<file path="config.mk">
export PLATFORM = sky130hd
export DESIGN_NAME = time_set_ctrl
export DESIGN_NICKNAME = d
export VERILOG_FILES = /design/src/rtl/time_set_ctrl.sv
export SDC_FILE = /design/constraint.sdc
export NUM_CORES = 1
export LEC_CHECK = 0
export CAP_MARGIN = 10
export CORE_MARGIN = 4
export CORE_UTILIZATION = 53
export DETAILED_ROUTE_END_ITERATION = 10
export PLACE_DENSITY = 0.87
export SLEW_MARGIN = 40
export SYNTH_ARGS = -nofsm -noshare
export SYNTH_HDL_FRONTEND = slang
export SYNTH_SLANG_ARGS = --single-unit
</file>
<file path="constraint.sdc">
create_clock -name clock -period 2.05 [get_ports clock]
set_clock_uncertainty 0.15 [all_clocks]
set_input_delay 0.41 -clock clock [delete_from_list [all_inputs] [get_ports clock]]
set_output_delay 0.41 -clock clock [all_outputs]
set_load 0.03 [all_outputs]
</file>
<file path="src/rtl/time_set_ctrl.sv">
// rtl/time_set_ctrl.sv - button-driven hour/minute edit and load controller
// Debounces mode/up/down keys, edits hour then minute, pulses load on commit.
module time_set_ctrl #(
   parameter int DEBOUNCE_CYCLES = 1024,
   parameter int REPEAT_DELAY    = 32768,
   parameter int REPEAT_RATE     = 8192,
   parameter int TIMEOUT         = 4194304
) (
   input  logic       clock,
   input  logic       reset,
   input  logic       key_mode,
   input  logic       key_up,
   input  logic       key_down,
   input  logic [4:0] cur_hour,
   input  logic [5:0] cur_minute,
   output logic       load,
   output logic [4:0] load_hour,
   output logic [5:0] load_minute,
   output logic [5:0] load_second,
   output logic       editing,
   output logic [1:0] edit_field,
   output logic [4:0] edit_hour,
   output logic [5:0] edit_minute
);

   localparam int DW = $clog2(DEBOUNCE_CYCLES);
   localparam int HW = $clog2(REPEAT_DELAY + 1);
   localparam int TW = $clog2(TIMEOUT);
   localparam logic [DW-1:0] DEB_LAST   = DW'(DEBOUNCE_CYCLES - 1);
   localparam logic [HW-1:0] REP_AT     = HW'(REPEAT_DELAY);
   localparam logic [HW-1:0] REP_RELOAD = HW'(REPEAT_DELAY - REPEAT_RATE + 1);
   localparam logic [TW-1:0] IDLE_LAST  = TW'(TIMEOUT - 1);

   typedef enum logic [1:0] {
      S_IDLE,
      S_SET_HOUR,
      S_SET_MINUTE,
      S_COMMIT
   } state_t;

   state_t state_q, state_d;

   // Key index: 0 = mode, 1 = up, 2 = down.
   logic [2:0]    raw_keys;
   logic [2:0]    sync1_q, sync1_d;
   logic [2:0]    sync2_q, sync2_d;
   logic [2:0]    deb_q, deb_d;
   logic [2:0]    deb_prev_q, deb_prev_d;
   logic [DW-1:0] db_cnt_q [3];
   logic [DW-1:0] db_cnt_d [3];
   logic [HW-1:0] hold_q [2];
   logic [HW-1:0] hold_d [2];
   logic [TW-1:0] idle_q, idle_d;
   logic [4:0]    edit_hour_q, edit_hour_d;
   logic [5:0]    edit_minute_q, edit_minute_d;

   logic [2:0] press;
   logic [1:0] rep;
   logic       mode_evt, up_evt, down_evt, any_evt, cancel, in_edit;
   logic [4:0] hour_inc, hour_dec;
   logic [5:0] min_inc, min_dec;

   assign raw_keys = {key_down, key_up, key_mode};

   always_comb begin : conditioning
      sync1_d    = raw_keys;
      sync2_d    = sync1_q;
      deb_d      = deb_q;
      deb_prev_d = deb_q;
      rep        = '0;
      for (int k = 0; k < 3; k++) begin
         db_cnt_d[k] = '0;
         if (sync2_q[k] != deb_q[k]) begin
            if (db_cnt_q[k] == DEB_LAST) begin
               deb_d[k] = ~deb_q[k];
            end else begin
               db_cnt_d[k] = db_cnt_q[k] + 1'b1;
            end
         end
      end
      press = deb_q & ~deb_prev_q;
      // Hold counter is 0 in the press cycle; after the first repeat it is
      // rewound so the next hit lands REPEAT_RATE cycles later.
      for (int r = 0; r < 2; r++) begin
         hold_d[r] = '0;
         if (deb_q[r+1]) begin
            if (hold_q[r] == REP_AT) begin
               rep[r]    = 1'b1;
               hold_d[r] = REP_RELOAD;
            end else begin
               hold_d[r] = hold_q[r] + 1'b1;
            end
         end
      end
   end

   assign mode_evt = press[0];
   assign up_evt   = press[1] | rep[0];
   assign down_evt = press[2] | rep[1];
   assign any_evt  = mode_evt | up_evt | down_evt;
   assign cancel   = up_evt & down_evt;
   assign in_edit  = (state_q == S_SET_HOUR) || (state_q == S_SET_MINUTE);

   assign hour_inc = (edit_hour_q == 5'd23) ? 5'd0 : edit_hour_q + 5'd1;
   assign hour_dec = (edit_hour_q == 5'd0) ? 5'd23 : edit_hour_q - 5'd1;
   assign min_inc  = (edit_minute_q == 6'd59) ? 6'd0 : edit_minute_q + 6'd1;
   assign min_dec  = (edit_minute_q == 6'd0) ? 6'd59 : edit_minute_q - 6'd1;

   always_comb begin : edit_fsm
      state_d       = state_q;
      edit_hour_d   = edit_hour_q;
      edit_minute_d = edit_minute_q;
      case (state_q)
         S_IDLE: begin
            if (mode_evt) begin
               state_d       = S_SET_HOUR;
               edit_hour_d   = cur_hour;
               edit_minute_d = cur_minute;
            end
         end
         S_SET_HOUR, S_SET_MINUTE: begin
            if (cancel) begin
               state_d = S_IDLE;
            end else if (mode_evt) begin
               state_d = (state_q == S_SET_HOUR) ? S_SET_MINUTE : S_COMMIT;
            end else if (up_evt || down_evt) begin
               if (state_q == S_SET_HOUR) begin
                  edit_hour_d = up_evt ? hour_inc : hour_dec;
               end else begin
                  edit_minute_d = up_evt ? min_inc : min_dec;
               end
            end else if (idle_q == IDLE_LAST) begin
               state_d = S_IDLE;
            end
         end
         default: state_d = S_IDLE;
      endcase
      idle_d = (in_edit && !any_evt && (state_d == state_q)) ? idle_q + 1'b1 : '0;
   end

   always_ff @(posedge clock) begin
      if (reset) begin
         state_q       <= S_IDLE;
         sync1_q       <= '0;
         sync2_q       <= '0;
         deb_q         <= '0;
         deb_prev_q    <= '0;
         idle_q        <= '0;
         edit_hour_q   <= '0;
         edit_minute_q <= '0;
         for (int k = 0; k < 3; k++) db_cnt_q[k] <= '0;
         for (int r = 0; r < 2; r++) hold_q[r] <= '0;
      end else begin
         state_q       <= state_d;
         sync1_q       <= sync1_d;
         sync2_q       <= sync2_d;
         deb_q         <= deb_d;
         deb_prev_q    <= deb_prev_d;
         idle_q        <= idle_d;
         edit_hour_q   <= edit_hour_d;
         edit_minute_q <= edit_minute_d;
         for (int k = 0; k < 3; k++) db_cnt_q[k] <= db_cnt_d[k];
         for (int r = 0; r < 2; r++) hold_q[r] <= hold_d[r];
      end
   end

   assign load        = (state_q == S_COMMIT);
   assign editing     = in_edit;
   assign edit_field  = (state_q == S_SET_HOUR)   ? 2'd1 :
                        (state_q == S_SET_MINUTE) ? 2'd2 : 2'd0;
   assign edit_hour   = edit_hour_q;
   assign edit_minute = edit_minute_q;
   assign load_hour   = edit_hour_q;
   assign load_minute = edit_minute_q;
   assign load_second = 6'd0;

endmodule

</file>
==> Yosys cells after proc, flatten, opt, wreduce, memory -nomap -nowiden <==
Memories as Yosys holds them, arrays and structs flattened.
Cells that the tools add are included.
W data, S select, Z words.
{ "classes": {"n_eq_ne": 21, "n_reduce_logical": 16, "addsub": 10, "mux": 49, "bitwise": 16} }
{ "op_table": {"columns": ["op", "count"], "rows": [
  ["$mux W16", 6],
  ["$mux W10", 9],
  ["$mux W6", 8],
  ["$mux W5", 8],
  ["$add A16 B1 Y16 const B", 2],
  ["$eq A16 B16 Y1 const B", 2],
  ["$add A10 B1 Y10 const B", 3],
  ["$eq A10 B10 Y1 const B", 3],
  ["$add A22 B1 Y22 const B", 1],
  ["$eq A22 B22 Y1 const B", 1],
  ["$mux W2", 7],
  ["$ne A2 B2 Y1 const B", 6],
  ["$pmux W6 S2", 1],
  ["$reduce_and A6 Y1", 2],
  ["$pmux W5 S2", 1],
  ["$or A1 B1 Y1", 9],
  ["$mux W1", 8],
  ["$add A6 B1 Y6 const B", 1],
  ["$eq A6 B6 Y1 const B", 1],
  ["$logic_not A6 Y1", 1],
  ["$reduce_and A2 Y1", 3],
  ["$sub A6 B1 Y6 const B", 1],
  ["$add A5 B1 Y5 const B", 1],
  ["$eq A5 B5 Y1 const B", 1],
  ["other kinds (17)", 26]
]} }
{ "totals": {"n_memories": 2, "in_bits": 16, "output_inout_bits": 32, "ram_bits": 62, "reg_bits": 47} }
{ "memory_table": {"columns": ["name", "words", "word_bits", "read_ports", "rd_clocked_by_memory_dff", "write_ports", "line", "text"], "rows": [
  ["hold_q", 2, 16, 2, 0, 2, "51", "logic [HW-1:0] hold_q [2];"],
  ["db_cnt_q", 3, 10, 3, 0, 3, "49", "logic [DW-1:0] db_cnt_q [3];"]
]} }

==> Depth between registers and ports, before layout <==
An unclocked memory read counts as a cell.
{ "depth": {"word_depth": 14, "ltp_mapped": 9, "depth_no_buf": 8} }

==> Worst setup path before layout <==
OpenSTA, ideal clock, no wires.
{ "synth_path": {"path_type": "reg2reg", "from": "register state_q[1]", "to": "register idle_q[17]", "period_less_slack_ns": 2.353, "path_stages_with_launch": 8, "setup_slack_ns": -0.303, "t_arrival_ns": 2.115, "n_path_buf": 2, "setup_ns": 0.088, "path_cell_list": "dfxtp_1 > inv_1 > ha_1 > clkbuf_1 > nand3_1 > or4_4 > buf_4 > nor4_2"} }
{ "synth_via": {"word_cells_on_any_way": 17} }
{ "synth_lines": {"columns": ["element", "line", "text"], "rows": [
  ["from (decl)", "41", "state_t state_q, state_d;"],
  ["from (signal assigned)", "154", "state_q <= state_d;"],
  ["$eq A2 B1 Y1 / $eq A2 B2 Y1 (equally long branches)", "102", "assign in_edit = (state_q == S_SET_HOUR) || (state_q == S_SET_MINUTE);"],
  ["$logic_or A1 B1 Y1 (*)", "102", null],
  ["via editing", "20", "output logic editing,"],
  ["$logic_and A1 B1 Y1 (*) (2 in a row)", "138", "idle_d = (in_edit && !any_evt && (state_d == state_q)) ? idle_q + 1'b1 : '0;"],
  ["$not A1 Y1 (no source line) (*)", null, null],
  ["$reduce_or A2 Y1 (no source line) (*)", null, null],
  ["to (signal assigned)", "159", "idle_q <= idle_d;"],
  ["to (decl)", "53", "logic [TW-1:0] idle_q, idle_d;"]
]} }
The timed path passes the listed nets; every way through them passes the cells marked *.
A chain may end at the register's enable or synchronous reset.

==> out/metrics.cfg <==
[outcome]
status = finished with violations
violations = setup timing

[logic_synthesis]
async_flop_share = 0
yosysSeqAreaShare = 0.3850
synth_ff_type = dfxtp_1
syn_area_per_cell_um2 = 8.982
synth_edf_count = 0
netlist.top_cell.by_area = dfxtp_1
yosysMostFrequentCell = dfxtp_1
yosys.area.top_type_share = 0.3850
synth_area_um2 = 5668
yosys_register_bits = 109
synth_warnings = 0
synth_commonest_cells = 109 x dfxtp_1, 76 x nor2_1, 49 x xor2_1, 46 x nand2_1, 45 x nand3_1
synth_cell_types = 61
netlist_instances = 631
synthTopCellsByArea = dfxtp_1 38%, xor2_1 7.6%, nor2_1 5.0%

[critical_path]
critPathLaunch = hold_q[0][13]$_SDFF_PP0_
worstSetupEndpointType = register
cp.required_ps = 2190
startpoint_type = register
crit_type = reg2reg
critPathArrivalTime_ps = 2530
path_max_fanout = 22
reg2reg_from = hold_q[0][13]$_SDFF_PP0_

[timing]
slew_viol_final = 0
fin_ws_ps = -339.6
setup_violations = 35
min_period_over_period = 1.166
min_period_ps = 2390
fmaxAchievable_mhz = 418.5
grt_setup_unrepaired = yes
worst_slew_margin_rel = 0.5594
finalHoldViolations = 0
tightest_slew_ps = 655.9

[power]
power_frac_clock = 0.357
p_comb_frac = 0.024
peakVddDrop_mv = 0.4792
power.switching_uw = 793.5
powerDensity_nw_per_um2 = 482.9
power_frac_seq = 0.619
power.leakage_nw = 2.680
fin_total_pwr_mw = 3.439
p_int_mw = 2.646
switching_share = 0.2307

[routing]
dr_total_vias = 4946
vias_per_cell = 5.698
wl_per_cell_um = 16.58
post-route-drc-count = 0
ant_nets = 0
drt_wl_total_um = 14390
drt-pass1-iter-count = 6
drt-initial-drc-count = 366

[clocking]
root_buffer = clkbuf_8
cts_buffers = 9
h-tree-depth = 3
clk_pin_slew_ps = 110
clk_latency_ps = 370
cts_tree = yes
cts.sinks = 109
cts_buffer_depth = 2

[placed_design]
dp.cells = 846
gp_congestion = 0.8991
port-buffer-count = 41
hpwl_um = 9434

[layout]
nets = 762
fillers = 713
insertedDiodeCount = 0
syn_to_final_growth_pct = 25.65
seq_area_um2 = 2190
multi_input_area_um2 = 3473
final_layout_size_suffix_gt1_frac = 0.2500
fin_cells = 868

[grt]
grt.overflow.total = 0
grt_antenna_before_repair = 0
globalRoute.busiestLayer = met2
grt_max_degree = 23
first_global_vias = 4898
track_usage = 0.2114
grt_util_met3 = 0.03587
met2_usage = 0.3880
grt_pass1_wl_um = 22380
grt_use_met1 = 0.2591

[floorplanning]
ioPinCount = 48
die_y_um = 111.4
core_um2 = 10370
chipWidth_um = 111.4
start_util = 0.5466
rows = 37
dieArea_um2 = 12410

[run]
cap_violations = 0

[worst_hold_path]
min_path_type = reg2reg
min-delay-start = sync1_q[1]$_SDFF_PP0_

cell type report:
cell class | instances | share of cell area
Clock buffer | 10 | 0.01933
Clock inverter | 5 | 0.005973
Inverter | 21 | 0.01107
Multi-Input combinational cell | 465 | 0.4877
Sequential cell | 109 | 0.3074
Tap cell | 136 | 0.02389
Timing Repair Buffer | 122 | 0.1446
power by group through the flow:
stage                     registers, mW  clock network (mW)  logic (mW)
after CTS                          2.13                1.24      0.0801
after global routing               2.13                1.33      0.0899
after detailed placement           2.18                   0      0.0796
after floorplan                    2.18                   0      0.0481
after global placement             2.18                   0      0.0781
final                              2.13                1.23      0.0841
cell families after synthesis:
logic type	synth area share
compound gates	0.09139
xor+xnor	0.1205
fa+ha+maj	0.03974
buf+inv	0.06115
flops	0.3850
mux	0.01258
other cells	0.0006616
simple gates	0.2890
layer usage:
metal | vias to the layer above | share of wire
met5 | - | 0
li1 | 2373 | -
met2 | 146 | 0.53
met3 | 38 | 0.038
met4 | 0 | 0.024
met1 | 2389 | 0.41
final timing paths:
| check | endpoint | cells after the start | slack (ps) |
|---|---|---|---|
| worst max-delay path | idle_q[19]$_SDFF_PP0_ | 7 | -340 |
| worst min-delay path | sync2_q[1]$_SDFF_PP0_ | 1 | 310 |
| worst max register to register | idle_q[19]$_SDFF_PP0_ | 7 | -340 |
| worst min register to register | sync2_q[1]$_SDFF_PP0_ | 1 | 310 |
timing repair:
action,4_1_cts,5_1_grt
pin swaps,7,16
hold endpoints to repair,0,0
resized for setup,32,47
hold buffers,0,0
cloned,1,0
endpoints found under the setup margin,58,38
buffers inserted,3,3
cells in the final DEF, fill, tap and decap left out, types with 10 or more instances in the layout:
master,count
dfxtp_1,103
nor2_1,76
buf_4,76
xor2_1,49
nand3_1,45
nand2_1,43
xnor2_1,29
dlygate4sd2_1,21
inv_1,17
a21oi_1,17
clkdlybuf4s50_1,17
nor4_2,16
ha_1,16
nor3_1,14
and3_1,13
nand4_1,12
nor2b_1,10
o21ai_0,10
clkbuf_8,10
flip-flops by register name (all words and copies together), names as in the netlist:
register / flops
sync2_q: 3
deb_prev_q: 3
idle_q: 22
edit_minute: 6
deb_prev_d: 3
hold_q: 32
db_cnt_q: 30
sync1_q: 3
state_q: 2
edit_hour: 5
through the flow:
step	setup WS (ps)	utilization	TNS, ps	hold WS (ps)	cell area, µm²
floorplan	-91.05	-	-1817	263.8	5764
global placement	-200.3	0.6401	-4823	269.1	6638
detailed placement	-330.0	0.6401	-8067	292.0	6638
CTS	-271.1	0.6617	-7752	308.5	6862
global route	-440.1	0.6868	-14230	322.4	7122
finish	-339.6	0.6868	-10220	305.1	7122
worst max-delay path, stage by stage, from the launching register on:
cell,delay (ps)
dfxtp_1,370
nor4b_4,470
a41o_4,330
nor4_4,70
a211oi_4,300
a31oi_4,130
buf_12,190
nor4_2,280
No activity file was read; power rests on OpenSTA's default activity.
